--- config.mk ---
export PLATFORM = sky130hd
export DESIGN_NAME = prog_mem_loader
export DESIGN_NICKNAME = d
export VERILOG_FILES = /design/src/rtl/prog_mem_pkg.sv /design/src/rtl/prog_mem_ram.sv /design/src/rtl/prog_mem_loader.sv
export SDC_FILE = /design/constraint.sdc
export NUM_CORES = 2
export LEC_CHECK = 0
export ABC_AREA = 1
export CELL_PAD_IN_SITES_DETAIL_PLACEMENT = 1
export CELL_PAD_IN_SITES_GLOBAL_PLACEMENT = 1
export CORE_MARGIN = 2
export CORE_UTILIZATION = 56
export CTS_BUF_LIST = sky130_fd_sc_hd__clkbuf_8
export DETAILED_ROUTE_END_ITERATION = 12
export GPL_ROUTABILITY_DRIVEN = 0
export GPL_TIMING_DRIVEN = 0
export PLACE_DENSITY = 0.94
export SETUP_SLACK_MARGIN = 0.02
export SLEW_MARGIN = 20
export SYNTH_ARGS = -nofsm -noshare
export SYNTH_HDL_FRONTEND = slang
export SYNTH_SLANG_ARGS = --single-unit
--- constraint.sdc ---
create_clock -name clk -period 10.9 [get_ports clk]
set_input_delay 2.18 -clock clk [delete_from_list [all_inputs] [get_ports clk]]
set_output_delay 2.18 -clock clk [all_outputs]
set_load 0.05 [all_outputs]
--- src/rtl/prog_mem_pkg.sv ---
// Shared types and constants for the program memory loader and the instruction decoder.
package prog_mem_pkg;

    typedef enum logic [1:0] {
        CLEAR = 2'd0,
        RUN   = 2'd1,
        LOAD  = 2'd2
    } state_t;

    localparam logic [7:0] NOP_WORD_DEFAULT = 8'h00;

    // Instruction layout {ALU_Op, Rd, Rs1} for the 8-bit word
    localparam int ALU_OP_LSB = 4;
    localparam int ALU_OP_W   = 4;
    localparam int RD_LSB     = 2;
    localparam int RD_W       = 2;
    localparam int RS1_LSB    = 0;
    localparam int RS1_W      = 2;

    // Index width for a memory of the given depth; never below one bit
    function automatic int addr_bits(input int depth);
        return (depth > 1) ? $clog2(depth) : 1;
    endfunction

endpackage

--- src/rtl/prog_mem_ram.sv ---
// Single-port synchronous RAM; the read register only updates on re, so it holds the last fetch.
module prog_mem_ram #(
    parameter int DATA_W = 8,
    parameter int DEPTH  = 256,
    parameter int AW     = 8
) (
    input  logic              clk,
    input  logic              we,
    input  logic              re,
    input  logic [AW-1:0]     addr,
    input  logic [DATA_W-1:0] wdata,
    output logic [DATA_W-1:0] rdata
);

    logic [DATA_W-1:0] mem [DEPTH];

    always_ff @(posedge clk) begin
        if (we) begin
            mem[addr] <= wdata;
        end
        if (re) begin
            rdata <= mem[addr];
        end
    end

endmodule

--- src/rtl/prog_mem_loader.sv ---
// Instruction memory with post-reset clear, streamed run-time program load and latency-1 fetch.
module prog_mem_loader
    import prog_mem_pkg::*;
#(
    parameter int                DATA_W   = 8,
    parameter int                ADDR_W   = 8,
    parameter int                DEPTH    = 256,
    parameter logic [DATA_W-1:0] NOP_WORD = DATA_W'(NOP_WORD_DEFAULT)
) (
    input  logic              clk,
    input  logic              reset,
    output logic              mem_ready,
    input  logic              fetch_req,
    input  logic [ADDR_W-1:0] fetch_addr,
    input  logic              fetch_hold,
    output logic              fetch_valid,
    output logic [DATA_W-1:0] fetch_instr,
    output logic              addr_err,
    input  logic              ld_start,
    input  logic [ADDR_W-1:0] ld_base,
    input  logic              ld_valid,
    output logic              ld_ready,
    input  logic [DATA_W-1:0] ld_data,
    input  logic              ld_last,
    output logic [ADDR_W:0]   load_count
);

    localparam int                RAM_AW   = addr_bits(DEPTH);
    localparam int                CNT_W    = ADDR_W + 1;
    localparam logic [CNT_W-1:0]  DEPTH_C  = CNT_W'(DEPTH);
    localparam logic [RAM_AW-1:0] LAST_IDX = RAM_AW'(DEPTH - 1);

    state_t              state;
    state_t              state_next;
    logic [RAM_AW-1:0]   clr_ptr;
    logic [RAM_AW-1:0]   ptr;
    logic [RAM_AW-1:0]   base_idx;
    logic                in_range;
    logic                fetch_acc;
    logic                beat;
    logic                restart;
    logic                from_ram_p1;
    logic                ram_we;
    logic                ram_re;
    logic [RAM_AW-1:0]   ram_addr;
    logic [DATA_W-1:0]   ram_wdata;
    logic [DATA_W-1:0]   ram_rdata;

    assign base_idx = RAM_AW'({1'b0, ld_base} % DEPTH_C);
    assign in_range = ({1'b0, fetch_addr} < DEPTH_C);
    assign restart  = ld_start && (state == RUN || state == LOAD);

    always_ff @(posedge clk or posedge reset) begin
        if (reset) begin
            state <= CLEAR;
        end else begin
            state <= state_next;
        end
    end

    // The state alone owns the single RAM port, so fetch and write never collide
    always_comb begin
        state_next = state;
        mem_ready  = 1'b0;
        ld_ready   = 1'b0;
        ram_we     = 1'b0;
        ram_re     = 1'b0;
        ram_addr   = clr_ptr;
        ram_wdata  = NOP_WORD;
        fetch_acc  = 1'b0;
        beat       = 1'b0;
        case (state)
            CLEAR: begin
                ram_we = 1'b1;
                if (clr_ptr == LAST_IDX) begin
                    state_next = RUN;
                end
            end
            RUN: begin
                mem_ready = 1'b1;
                ram_addr  = RAM_AW'(fetch_addr);
                if (ld_start) begin
                    state_next = LOAD;
                end else if (fetch_req && !fetch_hold) begin
                    fetch_acc = 1'b1;
                    ram_re    = in_range;
                end
            end
            LOAD: begin
                ld_ready  = !ld_start;
                ram_addr  = ptr;
                ram_wdata = ld_data;
                beat      = ld_valid && !ld_start;
                ram_we    = beat;
                if (beat && ld_last) begin
                    state_next = RUN;
                end
            end
            default: state_next = CLEAR;
        endcase
    end

    always_ff @(posedge clk or posedge reset) begin
        if (reset) begin
            clr_ptr    <= '0;
            ptr        <= '0;
            load_count <= '0;
        end else begin
            if (state == CLEAR) begin
                clr_ptr <= (clr_ptr == LAST_IDX) ? '0 : clr_ptr + RAM_AW'(1);
            end
            if (restart) begin
                ptr        <= base_idx;
                load_count <= '0;
            end else if (beat) begin
                ptr <= (ptr == LAST_IDX) ? '0 : ptr + RAM_AW'(1);
                if (load_count != DEPTH_C) begin
                    load_count <= load_count + CNT_W'(1);
                end
            end
        end
    end

    // Fetch stage p1: qualifiers registered alongside the RAM read register
    always_ff @(posedge clk or posedge reset) begin
        if (reset) begin
            fetch_valid <= 1'b0;
            addr_err    <= 1'b0;
            from_ram_p1 <= 1'b0;
        end else if (!(state == RUN && !ld_start && fetch_hold)) begin
            fetch_valid <= fetch_acc;
            addr_err    <= fetch_acc && !in_range;
            if (fetch_acc) begin
                from_ram_p1 <= in_range;
            end
        end
    end

    assign fetch_instr = from_ram_p1 ? ram_rdata : NOP_WORD;

    prog_mem_ram #(
        .DATA_W (DATA_W),
        .DEPTH  (DEPTH),
        .AW     (RAM_AW)
    ) u_ram (
        .clk   (clk),
        .we    (ram_we),
        .re    (ram_re),
        .addr  (ram_addr),
        .wdata (ram_wdata),
        .rdata (ram_rdata)
    );

endmodule

==> metrics, run 1 <==
outcome stopped before the end; Failed at global routing; Error [ERROR GRT-0232] Routing congestion too high. Check the congestion heatmap in the GUI.; Syn. warnings 0; Cell variety after synth 34; # rows 146; CTS Buffer Depth 4; cts bufs inserted 348; top-area cell type share of the netlist area 69.4%; total global routing overflow 23; # port buffers 50; post_cts resized 0; most frequent cell after synthesis nand2_1; dominant synthesized flop cell edfxtp_1; Total GRT Usage 75.3%; Root Buffer clkbuf_8; sequential share of the synthesized area 70.2%; initial antenna violation count 105; Die W 403 um; Post-synth EDFFs 2056; Post-CTS Hold Fix Bufs 0; Placed Cells incl. Taps 10900; die height 403 um; Top Ports 52; htree depth 5; initial core utilization 56.3%; Post-synth top cells 5030 x nand2_1, 2056 x edfxtp_1, 533 x nand3_1; Mean Syn Cell Area 10.1 um^2; setup bufs post-CTS 0; Clock Sinks 2085; Syn Nets 8837; largest net degree at the start of global routing 112; largest area contributor in the synthesized netlist edfxtp_1; async set-reset flop share out of synthesis 1.39%; DP HPWL 234000 um; synthesized flop and latch total 2085; synthesized cell area 89000 um^2; Post-Synthesis Cells 8798; Area contributors post-synth edfxtp_1 69%, nand2_1 21%, nand3_1 3.0%
## metrics by stage
step / hold slack, ps / cell area [um^2] / setup WS, ps
detailed placement: 526 / 92700 / 3090
global placement: 471 / 92100 / -615
floorplan: 453 / 89000 / 5140
CTS: 536 / 98800 / 4100
## per-layer routing
metal | overflow | GRT usage (%)
met1 | 0 | 73.0
met2 | 4 | 86.9
met3 | 3 | 68.7
met4 | 16 | 71.2
met5 | 0 | 54.8
## cell families after synthesis
family	Yosys count	share of synthesized area, %
fa+ha+maj	8	0.113
other cells	1	0.00421
xor+xnor	3	0.0295
buf+inv	571	2.70
flops	2085	70.2
compound gates	177	1.02
simple gates	5953	25.9
==> run 2: changes to the inputs <==
- CELL_PAD_IN_SITES_DETAIL_PLACEMENT: 1 -> default
- CELL_PAD_IN_SITES_GLOBAL_PLACEMENT: 1 -> default
- CORE_UTILIZATION: 56 -> 40
- CTS_BUF_LIST: sky130_fd_sc_hd__clkbuf_8 -> default
- PLACE_DENSITY: 0.94 -> default
- PLACE_DENSITY_LB_ADDON: default -> 0.15
- SETUP_SLACK_MARGIN: 0.02 -> default
==> run 2 against run 1 <==
  * Synthesized cell count stayed put
  * The run now ends clean
  * Synthesized area stayed put
==> metrics, run 2 <==
outcome finished, final reports clean; synthesized flop and latch total 2085 (unchanged); Data required, critical path 11370 ps; Post-synth top cells 5030 x nand2_1, 2056 x edfxtp_1, 533 x nand3_1; Critical path destination u_ram.mem[201][2]$_DFFE_PP_; FF-to-FF path depth 13; peak supply drop 0.000142 V; Die W 476 um (+18%); # rows 173 (+18%); Biggest register u_ram.mem; DRC Markers 0; Top Layer Used met5; crit path time final 6580 ps; Setup TNS 0 ps; largest area contributor in the synthesized netlist edfxtp_1; Post-Synthesis Cells 8798 (unchanged); sequential share of the synthesized area 70.2% (unchanged); die height 476 um (+18%); flop2flop setup slack 4890 ps; Final nets 9149; WP data arrival 7050 ps; setup bufs post-CTS 0 (unchanged); cts bufs inserted 217 (-38%); Syn Nets 8837 (unchanged); largest net degree at the start of global routing 101; clock transition at the registers of the reported paths 60 ps; Tcrit/Tclk final 60.4%; htree depth 4 (-1); slew margin rel. 17.5%; DRT met1 WL 124000 um; share of cells above drive strength 1 5.70%; DR pass1 iterations 6; Tot Pwr 15.9 mW; Core Area 222000 um^2; critical path launch point fetch_addr[0]; synthesized cell area 89000 um^2 (unchanged); dominant synthesized flop cell edfxtp_1; met3 wire length 24100 um; final setup vio count 0; Critical Path Sink Type flop; number of DRC markers in iteration 0 6822; Vias per Instance 5.18; total global routing overflow 0; final setup margin 4320 ps; antenna-violating nets left 0; vias in the first global route 60400; Total GRT Usage 25.6%; initial core utilization 40.1% (-16 points); max reg flops 2048; fin. max-slew vios 0; Layout Skew 44.2 ps; TritonCTS clock tree yes; Clock Sinks 2085 (unchanged); # port buffers 50 (unchanged); WL per Instance 23.9 um; Area contributors post-synth edfxtp_1 69%, nand2_1 21%, nand3_1 3.0%; final core utilization 45.6%; Root Buffer clkbuf_16; Startpoint Class input pin; commonest non-fill, non-tap cell in the layout nand2_1; f_max 0.152 GHz; most frequent cell after synthesis nand2_1; crit-path max FO 10; Layout fillers 20900; worst-margin pin slew 1240 ps; first-pass GRT wire length 416000 um; Syn. warnings 0 (unchanged); top-area cell type share of the netlist area 69.4% (unchanged); Final Hold Viols 0; post_cts resized 0 (unchanged); CTS Buffer Depth 3 (-1); Power Density 157 nW/um^2; initial antenna violation count 8; biggest registers after layout u_ram.mem (2048), load_count (9); MaxCap Viol Count 0; DP HPWL 204000 um (-13%); P&R area growth vs syn 13.5%; DIE AREA 226000 um^2; RSZ-0062 raised after global routing false; Cell variety after synth 34 (unchanged); Hold Path Class reg -> reg; Mean Syn Cell Area 10.1 um^2 (unchanged); Reg-to-Reg End u_ram.mem[201][2]$_DFFE_PP_; via count 63600; reg2reg start state[0]$_DFFE_PP0P_; commonest cells after routing, fill and taps aside 5030 x nand2_1, 2056 x edfxtp_1, 533 x nand3_1; Place WS 3500 ps (+414 ps); async set-reset flop share out of synthesis 1.39% (unchanged); critical setup path kind in -> reg; Post-CTS Hold Fix Bufs 0 (unchanged); Post-synth EDFFs 2056 (unchanged); worst skew pair latency 860 ps; Total Wirelength 293000 um; leakage power total 36.0 nW; Top Ports 52 (unchanged); routed length on met2 131000 um
## run 2: critical path, cell delays in order
cell and delay [ps]:
clkdlybuf4s50_1 450, nand2_1 50, nand3_1 60, buf_4 250, nand2_4 140, inv_2 160
buf_6 220, buf_6 210, buf_2 300, nand2_1 210, nor2_1 520, nand2_1 860
buf_2 620, nor2_1 720
## run 2: worst min-delay path by stage
stage	startpoint	to	slack, ps	depth (start not counted)
4_1_cts	ptr[6]$_DFFE_PP0P_	ptr[6]$_DFFE_PP0P_	490	2
5_1_grt	ptr[6]$_DFFE_PP0P_	ptr[6]$_DFFE_PP0P_	530	2
6_report	ptr[6]$_DFFE_PP0P_	ptr[6]$_DFFE_PP0P_	500	2
2_1_floorplan	ptr[6]$_DFFE_PP0P_	ptr[6]$_DFFE_PP0P_	450	2
3_3_place_gp	ptr[6]$_DFFE_PP0P_	ptr[6]$_DFFE_PP0P_	470	2
3_5_place_dp	ptr[6]$_DFFE_PP0P_	ptr[6]$_DFFE_PP0P_	480	2
## run 2: cell families after synthesis
group,after synthesis,synth area share [%]
AO/OA/AOI/OAI,177,1.02
adder cells (fa/ha/maj),8,0.113
flip-flops,2085,70.2
AND/OR/NAND/NOR,5953,25.9
other,1,0.00421
buffers and inverters,571,2.70
XOR/XNOR,3,0.0295
## run 2: power breakdown
group          internal [mW]  leakage [nW]  switching, mW
registers               8.67          14.6        0.00170
logic                 0.0123          18.1         0.0102
clock network           4.03          3.32           3.15
## run 2: metal layers
layer	vias up	track usage [%]
met5	-	0
met4	4	10.2
met3	511	5.01
met2	2363	39.8
met1	31100	35.2
li1	29600	-
## run 2: metrics by stage
stage | hold slack (ps) | instance area [um^2] | cells
finish | 501 | 101000 | 12300
detailed placement | 481 | 94200 | 11900
global route | 533 | 101000 | 12300
floorplan | 453 | 89000 | 8798
CTS | 495 | 101000 | 12300
global placement | 475 | 93200 | 11800
## run 2: area by class of cell
class,instances,area [um^2],area share [%]
Clock buffer,262,5660,5.61
Clock inverter,130,1110,1.10
Buffer,509,2190,2.17
Antenna cell,6,15.0,0.0149
Inverter,62,293,0.290
Timing Repair Buffer,93,1420,1.40
Multi-Input combinational cell,6142,24100,23.9
Tap cell,2975,3720,3.69
Sequential cell,2085,62500,61.9
Power figures use the tool's default switching activity.
